<file path="src/rtl/sop_share_sequencer.sv">
// Time-multiplexed sum-of-products evaluator: one shared product term per cycle,
// ORed into every output that selects it, with a valid/ready result handshake.
module sop_share_sequencer #(
    parameter int N_IN  = 4,
    parameter int N_OUT = 2,
    parameter int N_PR  = 6,
    localparam int IDX_MAX = (N_PR > N_OUT) ? N_PR : N_OUT,
    localparam int IDX_W   = (IDX_MAX > 1) ? $clog2(IDX_MAX) : 1,
    localparam int DATA_W  = (2 * N_IN > N_PR + 1) ? 2 * N_IN : N_PR + 1,
    localparam int CNT_W   = (N_PR > 1) ? $clog2(N_PR) : 1
) (
    input  logic              clk_i,
    input  logic              rst_i,
    input  logic              cfg_we_i,
    input  logic              cfg_sel_i,
    input  logic [IDX_W-1:0]  cfg_idx_i,
    input  logic [DATA_W-1:0] cfg_data_i,
    output logic              cfg_busy_o,
    input  logic              in_valid_i,
    output logic              in_ready_o,
    input  logic [N_IN-1:0]   in_data_i,
    output logic              out_valid_o,
    input  logic              out_ready_i,
    output logic [N_OUT-1:0]  out_data_o
);

    typedef enum logic [1:0] {IDLE, EVAL, DONE} state_t;

    state_t             state_q;
    logic [N_IN-1:0]    x_q;
    logic [N_OUT-1:0]   acc_q;
    logic [N_OUT-1:0]   acc_d;
    logic [CNT_W-1:0]   cnt_q;
    logic               out_valid_q;
    logic [N_OUT-1:0]   out_data_q;
    logic               in_ready_q;
    logic               cfg_busy_q;

    logic [N_IN-1:0]    prod_pos_q [N_PR];
    logic [N_IN-1:0]    prod_neg_q [N_PR];
    logic [N_PR-1:0]    out_sel_q  [N_OUT];
    logic [N_OUT-1:0]   out_en_q;

    logic [N_IN-1:0]    cur_pos;
    logic [N_IN-1:0]    cur_neg;
    logic [N_OUT-1:0]   cur_col;
    logic               prod_hit;

    // Mux out the product term addressed by the counter and the column of
    // output selects that consume it.
    always_comb begin
        cur_pos = '0;
        cur_neg = '0;
        cur_col = '0;
        for (int p = 0; p < N_PR; p++) begin
            if (int'(cnt_q) == p) begin
                cur_pos = prod_pos_q[p];
                cur_neg = prod_neg_q[p];
                for (int o = 0; o < N_OUT; o++) begin
                    cur_col[o] = out_sel_q[o][p];
                end
            end
        end
        prod_hit = &((~cur_pos | x_q) & (~cur_neg | ~x_q));
        acc_d    = acc_q | (cur_col & {N_OUT{prod_hit}});
    end

    always_ff @(posedge clk_i) begin
        if (rst_i) begin
            state_q     <= IDLE;
            x_q         <= '0;
            acc_q       <= '0;
            cnt_q       <= '0;
            out_valid_q <= 1'b0;
            out_data_q  <= '0;
            in_ready_q  <= 1'b1;
            cfg_busy_q  <= 1'b0;
            out_en_q    <= '0;
            for (int p = 0; p < N_PR; p++) begin
                prod_pos_q[p] <= '0;
                prod_neg_q[p] <= '0;
            end
            for (int o = 0; o < N_OUT; o++) begin
                out_sel_q[o] <= '0;
            end
        end else begin
            case (state_q)
                IDLE: begin
                    // Out-of-range indices match no entry and are dropped.
                    if (cfg_we_i) begin
                        if (!cfg_sel_i) begin
                            for (int p = 0; p < N_PR; p++) begin
                                if (int'(cfg_idx_i) == p) begin
                                    prod_pos_q[p] <= cfg_data_i[N_IN-1:0];
                                    prod_neg_q[p] <= cfg_data_i[2*N_IN-1:N_IN];
                                end
                            end
                        end else begin
                            for (int o = 0; o < N_OUT; o++) begin
                                if (int'(cfg_idx_i) == o) begin
                                    out_sel_q[o] <= cfg_data_i[N_PR-1:0];
                                    out_en_q[o]  <= cfg_data_i[N_PR];
                                end
                            end
                        end
                    end
                    if (in_valid_i) begin
                        x_q        <= in_data_i;
                        acc_q      <= '0;
                        cnt_q      <= '0;
                        in_ready_q <= 1'b0;
                        cfg_busy_q <= 1'b1;
                        state_q    <= EVAL;
                    end
                end
                EVAL: begin
                    acc_q <= acc_d;
                    cnt_q <= cnt_q + CNT_W'(1);
                    if (int'(cnt_q) == N_PR - 1) begin
                        out_valid_q <= 1'b1;
                        out_data_q  <= acc_d & out_en_q;
                        state_q     <= DONE;
                    end
                end
                DONE: begin
                    if (out_ready_i) begin
                        out_valid_q <= 1'b0;
                        in_ready_q  <= 1'b1;
                        cfg_busy_q  <= 1'b0;
                        state_q     <= IDLE;
                    end
                end
                default: state_q <= IDLE;
            endcase
        end
    end

    assign cfg_busy_o  = cfg_busy_q;
    assign in_ready_o  = in_ready_q;
    assign out_valid_o = out_valid_q;
    assign out_data_o  = out_data_q;

endmodule

</file>
<file path="config.mk">
export PLATFORM = sky130hd
export DESIGN_NAME = sop_share_sequencer
export DESIGN_NICKNAME = d
export VERILOG_FILES = /design/src/rtl/sop_share_sequencer.sv
export SDC_FILE = /design/constraint.sdc
export NUM_CORES = 1
export LEC_CHECK = 0
export CAP_MARGIN = 20
export CORE_UTILIZATION = 45
export DETAILED_ROUTE_END_ITERATION = 10
export GPL_TIMING_DRIVEN = 0
export PLACE_DENSITY = 0.73
export SYNTH_ARGS = -nofsm -noshare
export SYNTH_HDL_FRONTEND = slang
export SYNTH_SLANG_ARGS = --single-unit
export TNS_END_PERCENT = 30
</file>
<file path="constraint.sdc">
create_clock -name clk_i -period 2.32 [get_ports clk_i]
set_input_delay 0.696 -clock clk_i [delete_from_list [all_inputs] [get_ports clk_i]]
set_output_delay 0.696 -clock clk_i [all_outputs]
set_load 0.1 [all_outputs]
</file>
==> Word level (Yosys, flattened, before mapping) <==
Memory sizes are Yosys's and may differ from the RTL's.
Index checks and enable logic that the tools add are counted.
{ "totals": {"reg_bits": 18, "mem_bits_rw": 60, "input_bits": 21, "out_inout_bits": 5, "wordCells": 163, "mem_count": 3} }
{ "mem_list": {"columns": ["name", "depth", "word_bits", "rd", "rd_clocked_by_memory_dff", "wr", "line_no", "rtl"], "rows": [
  ["prod_neg_q", 6, 4, 6, 0, 6, "40", "logic [N_IN-1:0] prod_neg_q [N_PR];"],
  ["prod_pos_q", 6, 4, 6, 0, 6, "39", "logic [N_IN-1:0] prod_pos_q [N_PR];"],
  ["out_sel_q", 2, 6, 2, 0, 2, "41", "logic [N_PR-1:0] out_sel_q [N_OUT];"]
]} }
{ "classes": {"n_addsub": 1, "n_eq_ne": 15, "mux": 96, "bitwise": 23, "reduce_logical": 15} }
{ "op_table": {"columns": ["op", "n"], "rows": [
  ["two-way mux 4 bit", 24],
  ["two-way mux 1 bit", 53],
  ["equality test 3 bit (second input constant)", 8],
  ["two-way mux 2 bit", 10],
  ["OR 1 bit", 14],
  ["two-way mux 6 bit", 2],
  ["inverter 4 bit", 3],
  ["AND reduction 4 bit", 3],
  ["AND reduction 3 bit", 3],
  ["OR 4 bit", 2],
  ["equality test 3 x 2 -> 1 bit (second input constant)", 2],
  ["zero test 3 bit", 2],
  ["!= test 2 bit (second input constant)", 3],
  ["case mux 1 bit (2 select lines)", 3],
  ["case mux 2 bit (3 select lines)", 1],
  ["case mux 3 bit (2 select lines)", 1],
  ["AND reduction 2 bit", 3],
  ["nonzero test 2 bit", 3],
  ["AND 2 bit", 2],
  ["AND 4 bit", 1],
  ["case mux 2 bit (2 select lines)", 1],
  ["adder 3 x 1 -> 3 bit (second input constant)", 1],
  ["two-way mux 3 bit", 1],
  ["equality test 2 x 1 -> 1 bit (second input constant)", 1],
  ["other kinds (3)", 3]
]} }

==> Longest topological paths before layout <==
{ "logic_depth": {"depth_word": 14, "mapped_depth": 11, "mapped_depth_nobuf": 8} }

==> Worst setup path before layout <==
OpenSTA, ideal clock, no wires.
{ "synth_path": {"path_type": "register to register", "from": "reg cnt_q[2]", "to": "reg acc_q[0]", "setup_time_ps": 87, "t_arrival_ps": 2164, "required_time_ps": 2233, "path_slack_ps": 69, "stages_incl_launch_ff": 11, "synth_period_minus_slack_ps": 2251, "path_cell_list": "dfxtp_1 -> buf_2 -> clkinv_1 -> ha_1 -> buf_4 -> buf_2 -> a221o_1 -> a211oi_1 -> o22a_1 -> o22ai_1 -> o31ai_1"} }
{ "synth_between": {"elab_chain_len": 14} }
{ "synth_rtl": {"columns": ["item", "line_no", "rtl"], "rows": [
  ["start, declared", "33", "logic [CNT_W-1:0] cnt_q;"],
  ["start signal, assigned", "118", "cnt_q <= cnt_q + CNT_W'(1);"],
  ["zero test 3 bit", "56", "if (int'(cnt_q) == p) begin"],
  ["two-way mux 4 bit (6 in a row)", "56", null],
  ["inverter 4 bit", "64", "prod_hit = &((~cur_pos | x_q) & (~cur_neg | ~x_q));"],
  ["OR 4 bit", "64", null],
  ["AND 4 bit", "64", null],
  ["AND reduction 4 bit", "64", null],
  ["AND 2 bit (*)", "65", "acc_d = acc_q | (cur_col & {N_OUT{prod_hit}});"],
  ["OR 2 bit (*)", "65", null],
  ["case mux 2 bit (2 select lines) (*)", "87", "case (state_q)"],
  ["end signal, assigned", "72", "acc_q <= '0;"],
  ["end signal, assigned", "109", "acc_q <= '0;"],
  ["end signal, assigned", "117", "acc_q <= acc_d;"],
  ["end, declared", "31", "logic [N_OUT-1:0] acc_q;"]
]} }
Mark *: on every way between the ends. The rest lies on a longest branch, timed or not.
A chain may end at the register's enable or synchronous reset.

==> Final worst setup path <==
{ "layout_path": {"from": "reg out_valid_q, in the netlist out_valid_o", "to": "out out_valid_o"} }
{ "layout_rtl": {"columns": ["item", "line_no", "rtl"], "rows": [
  ["start, declared", "34", "logic out_valid_q;"],
  ["start signal, assigned", "74", "out_valid_q <= 1'b0;"],
  ["start signal, assigned", "120", "out_valid_q <= 1'b1;"],
  ["start signal, assigned", "127", "out_valid_q <= 1'b0;"],
  ["end, declared", "22", "output logic out_valid_o,"]
]} }
No word-level cell between the ends.

==> results.toml <==
[die]
start_util = 0.4685
die_w_um = 94.72
die_h_um = 94.72
rows = 33
top_level_ports = 26
design.core.area_um2 = 8258
die-area_um2 = 8972

[critical_path]
cp_slowest_cell = "dlygate4sd2_1"
rr_worst_depth = 11
path_buf_inv = 1
critPathTopFamily = "buffers and inverters"
worstPathMaxFanout = 3
cp-end-kind = "output port"
cpPeakStageDelay_ps = 860
timing.rr.end = "out_data_o[1]$_SDFFE_PP0P_"
cp_data_required_time_ps = 1620
r2r_setup_slack_ps = 90
reg2reg_from = "cnt_q[2]$_SDFFE_PP0P_"
path_cells = "dlygate4sd2_1"
crit_type = "reg2out"
cp-start-kind = "flop"
worstPathArrival_ps = 1570

[timing]
setup_violations = 0
hold_violations = 0
rsz0062_at_grt = "true"
worstMarginPinSlew_ps = 953.8
slew_violations = 0
period_needed_ps = 2267
fmax_mhz = 441.1
period_share = 0.9772
max_slew_margin = 0.3667
finalClockSkew_ps = 10.63

[routing]
dr.pass1.iters = 5
vias_per_cell = 5.758
wl_mm = 9.495
ant_nets = 0
num_vias = 2885
post_drt_wl_per_cell_um = 18.95
drc = 0
drt_iter0_markers = 327

[place]
routabilityCongestion = 0.9141
port_buffers = 25
dp.cells = 483
detailed_place_hpwl_mm = 6.508

[power]
powerDensity_nw_per_um2 = 619.5
p_leak_nw = 1.697
peakVddDrop_mv = 0.2984
finalPower_mw = 2.874

[clock_tree]
clk_pin_slew_ps = 90
clock_latency_ps = 350
cts_tree = "done"
clock-sinks = 78
cts_buffers = 9
holdBufCountCts = 0
cts-root-buf = "clkbuf_8"
htree_levels = 3
cts_buffer_depth = 2

[yosys]
synthFlopType = "edfxtp_1"
synth-edff-count = 60
yosys_register_bits = 78
async_reset_ff_frac = 0
syn_inst = 353
synth_warnings = 0
synthesis.area_um2 = 3869
ys_seq_area_frac = 0.5589
syn_nets = 379
synth_area_per_cell_um2 = 10.96
yosysUniqueCellTypes = 49

[global_routing]
grt_pass1_wl_mm = 14.58
antenna_found_initial = 0
grt_usage = 0.2228
grt_pass1_vias = 2712
grt_overflow = 0
grt_max_degree = 14

[finish]
final_cell_count_no_fill = 501
fin_nets = 417
antennaDiodeCount = 0
layout.core_utilization = 0.5618
drive_above_1_share = 0.1742
synthToLayoutAreaGrowth_pct = 19.92
nFillCells = 700

[run_status]
status = "completed"

[worst_hold_path]
hold-path-cell-count = 2
min_to = "out_en_q[0]$_SDFFE_PP0P_"
hold_start = "out_en_q[0]$_SDFFE_PP0P_"
hp-class = "reg2reg"

[run]
maxCapViolCount = 0
[flip-flops by register name (all words and copies together), names as in the netlist]
| register | cells |
|---|---|
| prod_neg_q | 24 |
| prod_pos_q | 24 |
| out_sel_q | 12 |
| x_q | 4 |
| cnt_q | 3 |
| acc_q | 2 |
| out_data_o | 2 |
| out_en_q | 2 |
| state_q | 2 |
| cfg_busy_o | 1 |
| in_ready_o | 1 |
| out_valid_o | 1 |
[kinds of logic after synthesis]
logic type / Yosys count / synth area share
AND/OR/NAND/NOR: 147 / 0.2057
AO/OA/AOI/OAI: 82 / 0.1559
flip-flops: 78 / 0.5589
buffers and inverters: 32 / 0.03946
multiplexers: 9 / 0.02393
adder cells (fa/ha/maj): 5 / 0.01617
[how the worst max path moves through the flow]
stage,slack (ps),end,startpoint,depth (start not counted)
finish,50,out_valid_o,out_valid_o$_SDFFE_PP0P_,1
global route,-50,prod_neg_q[5][2]$_SDFFCE_PN0P_,cfg_sel_i,4
CTS,-30,prod_pos_q[1][3]$_SDFFCE_PN0P_,cfg_idx_i[2],5
detailed placement,-560,prod_pos_q[1][2]$_SDFFCE_PN0P_,rst_i,4
global placement,-540,prod_pos_q[1][2]$_SDFFCE_PN0P_,rst_i,4
floorplan,70,acc_q[0]$_SDFFE_PP0P_,cnt_q[2]$_SDFFE_PP0P_,10
[power breakdown]
group          switching (mW)  leakage (nW)  internal, mW
Sequential             0.0346         0.770          1.55
Combinational           0.209         0.827         0.134
Clock                   0.496         0.100         0.447
Total                   0.739          1.70          2.14
[worst reg2reg max path, delay by kind of cell, from the launching register on]
family                   cells  cell delay (ps)
AO/OA/AOI/OAI                5              990
buffers and inverters        4              540
flip-flops                   1              330
adder cells (fa/ha/maj)      1              200
AND/OR/NAND/NOR              1              100
[layer usage]
metal	wire length (µm)	global-route usage	share of wire	vias up
li1	-	-	-	1361
met1	4375	0.3138	0.46	1404
met2	4453	0.3447	0.47	100
met3	444	0.03140	0.047	20
met4	222	0.09217	0.023	0
met5	0	0	0	-
[per-stage QoR]
stage / hold WS, ps / setup slack, ps / area [µm²] / TNS [ps]
after floorplan: 447.3 / 68.81 / 3869 / 0
after global placement: 467.6 / -536.1 / 4250 / -32960
after detailed placement: 480.5 / -562.2 / 4250 / -36290
after CTS: 489.6 / -25.41 / 4476 / -205.0
after global routing: 523.7 / -47.40 / 4639 / -395.9
final: 502.2 / 52.84 / 4639 / 0
[placed cells by master, fill, tap and decap left out, types with 3 or more instances in the layout]
cell type / netlist / routed
edfxtp_1: 60 / 60
and2_1: 54 / 54
nand2_1: 30 / 30
clkdlybuf4s50_1: 0 / 20
a21oi_1: 19 / 19
nor2_1: 21 / 18
dfxtp_1: 18 / 16
inv_1: 13 / 13
clkbuf_8: 0 / 11
o21ai_0: 9 / 8
nand3_1: 7 / 7
nand2b_1: 7 / 7
nand3b_1: 7 / 7
a221oi_1: 9 / 7
nor2b_1: 8 / 7
mux2i_1: 7 / 7
buf_6: 2 / 5
clkbuf_2: 0 / 5
a221o_1: 4 / 4
buf_4: 3 / 4
a211oi_2: 0 / 4
a22o_1: 4 / 4
a2111oi_4: 0 / 4
ha_1: 5 / 4
dlygate4sd2_1: 0 / 4
clkbuf_1: 8 / 3
nor3_1: 5 / 3
o21bai_2: 0 / 3
nor2_2: 0 / 3
[cell type report]
class                           instances  area [µm²]  area share
Clock inverter                          5       31.28    0.006742
Multi-Input combinational cell        243        1708      0.3681
Inverter                               14       65.06     0.01402
Buffer                                 18       125.1     0.02697
Tap cell                              105       131.4     0.02832
Timing Repair Buffer                   27       260.3     0.05610
Sequential cell                        78        2167      0.4671
Clock buffer                           11       151.4     0.03263
[cell usage after synthesis (8+ instances only)]
master	count	area, µm²
clkbuf_1	8	30.03
nor2_1	21	78.83
dfxtp_1	18	360.4
o21ai_0	9	45.04
nand2_1	30	112.6
edfxtp_1	60	1802
and2_1	54	337.8
inv_1	13	48.80
nor2b_1	8	50.05
a21oi_1	19	95.09
a221oi_1	9	78.83
[what timing repair did]
item,CTS,global route
endpoints found under the setup margin,50,53
pin swaps,6,5
buffers inserted,0,2
resized for setup,22,35
No activity file was read; power rests on OpenSTA's default activity.
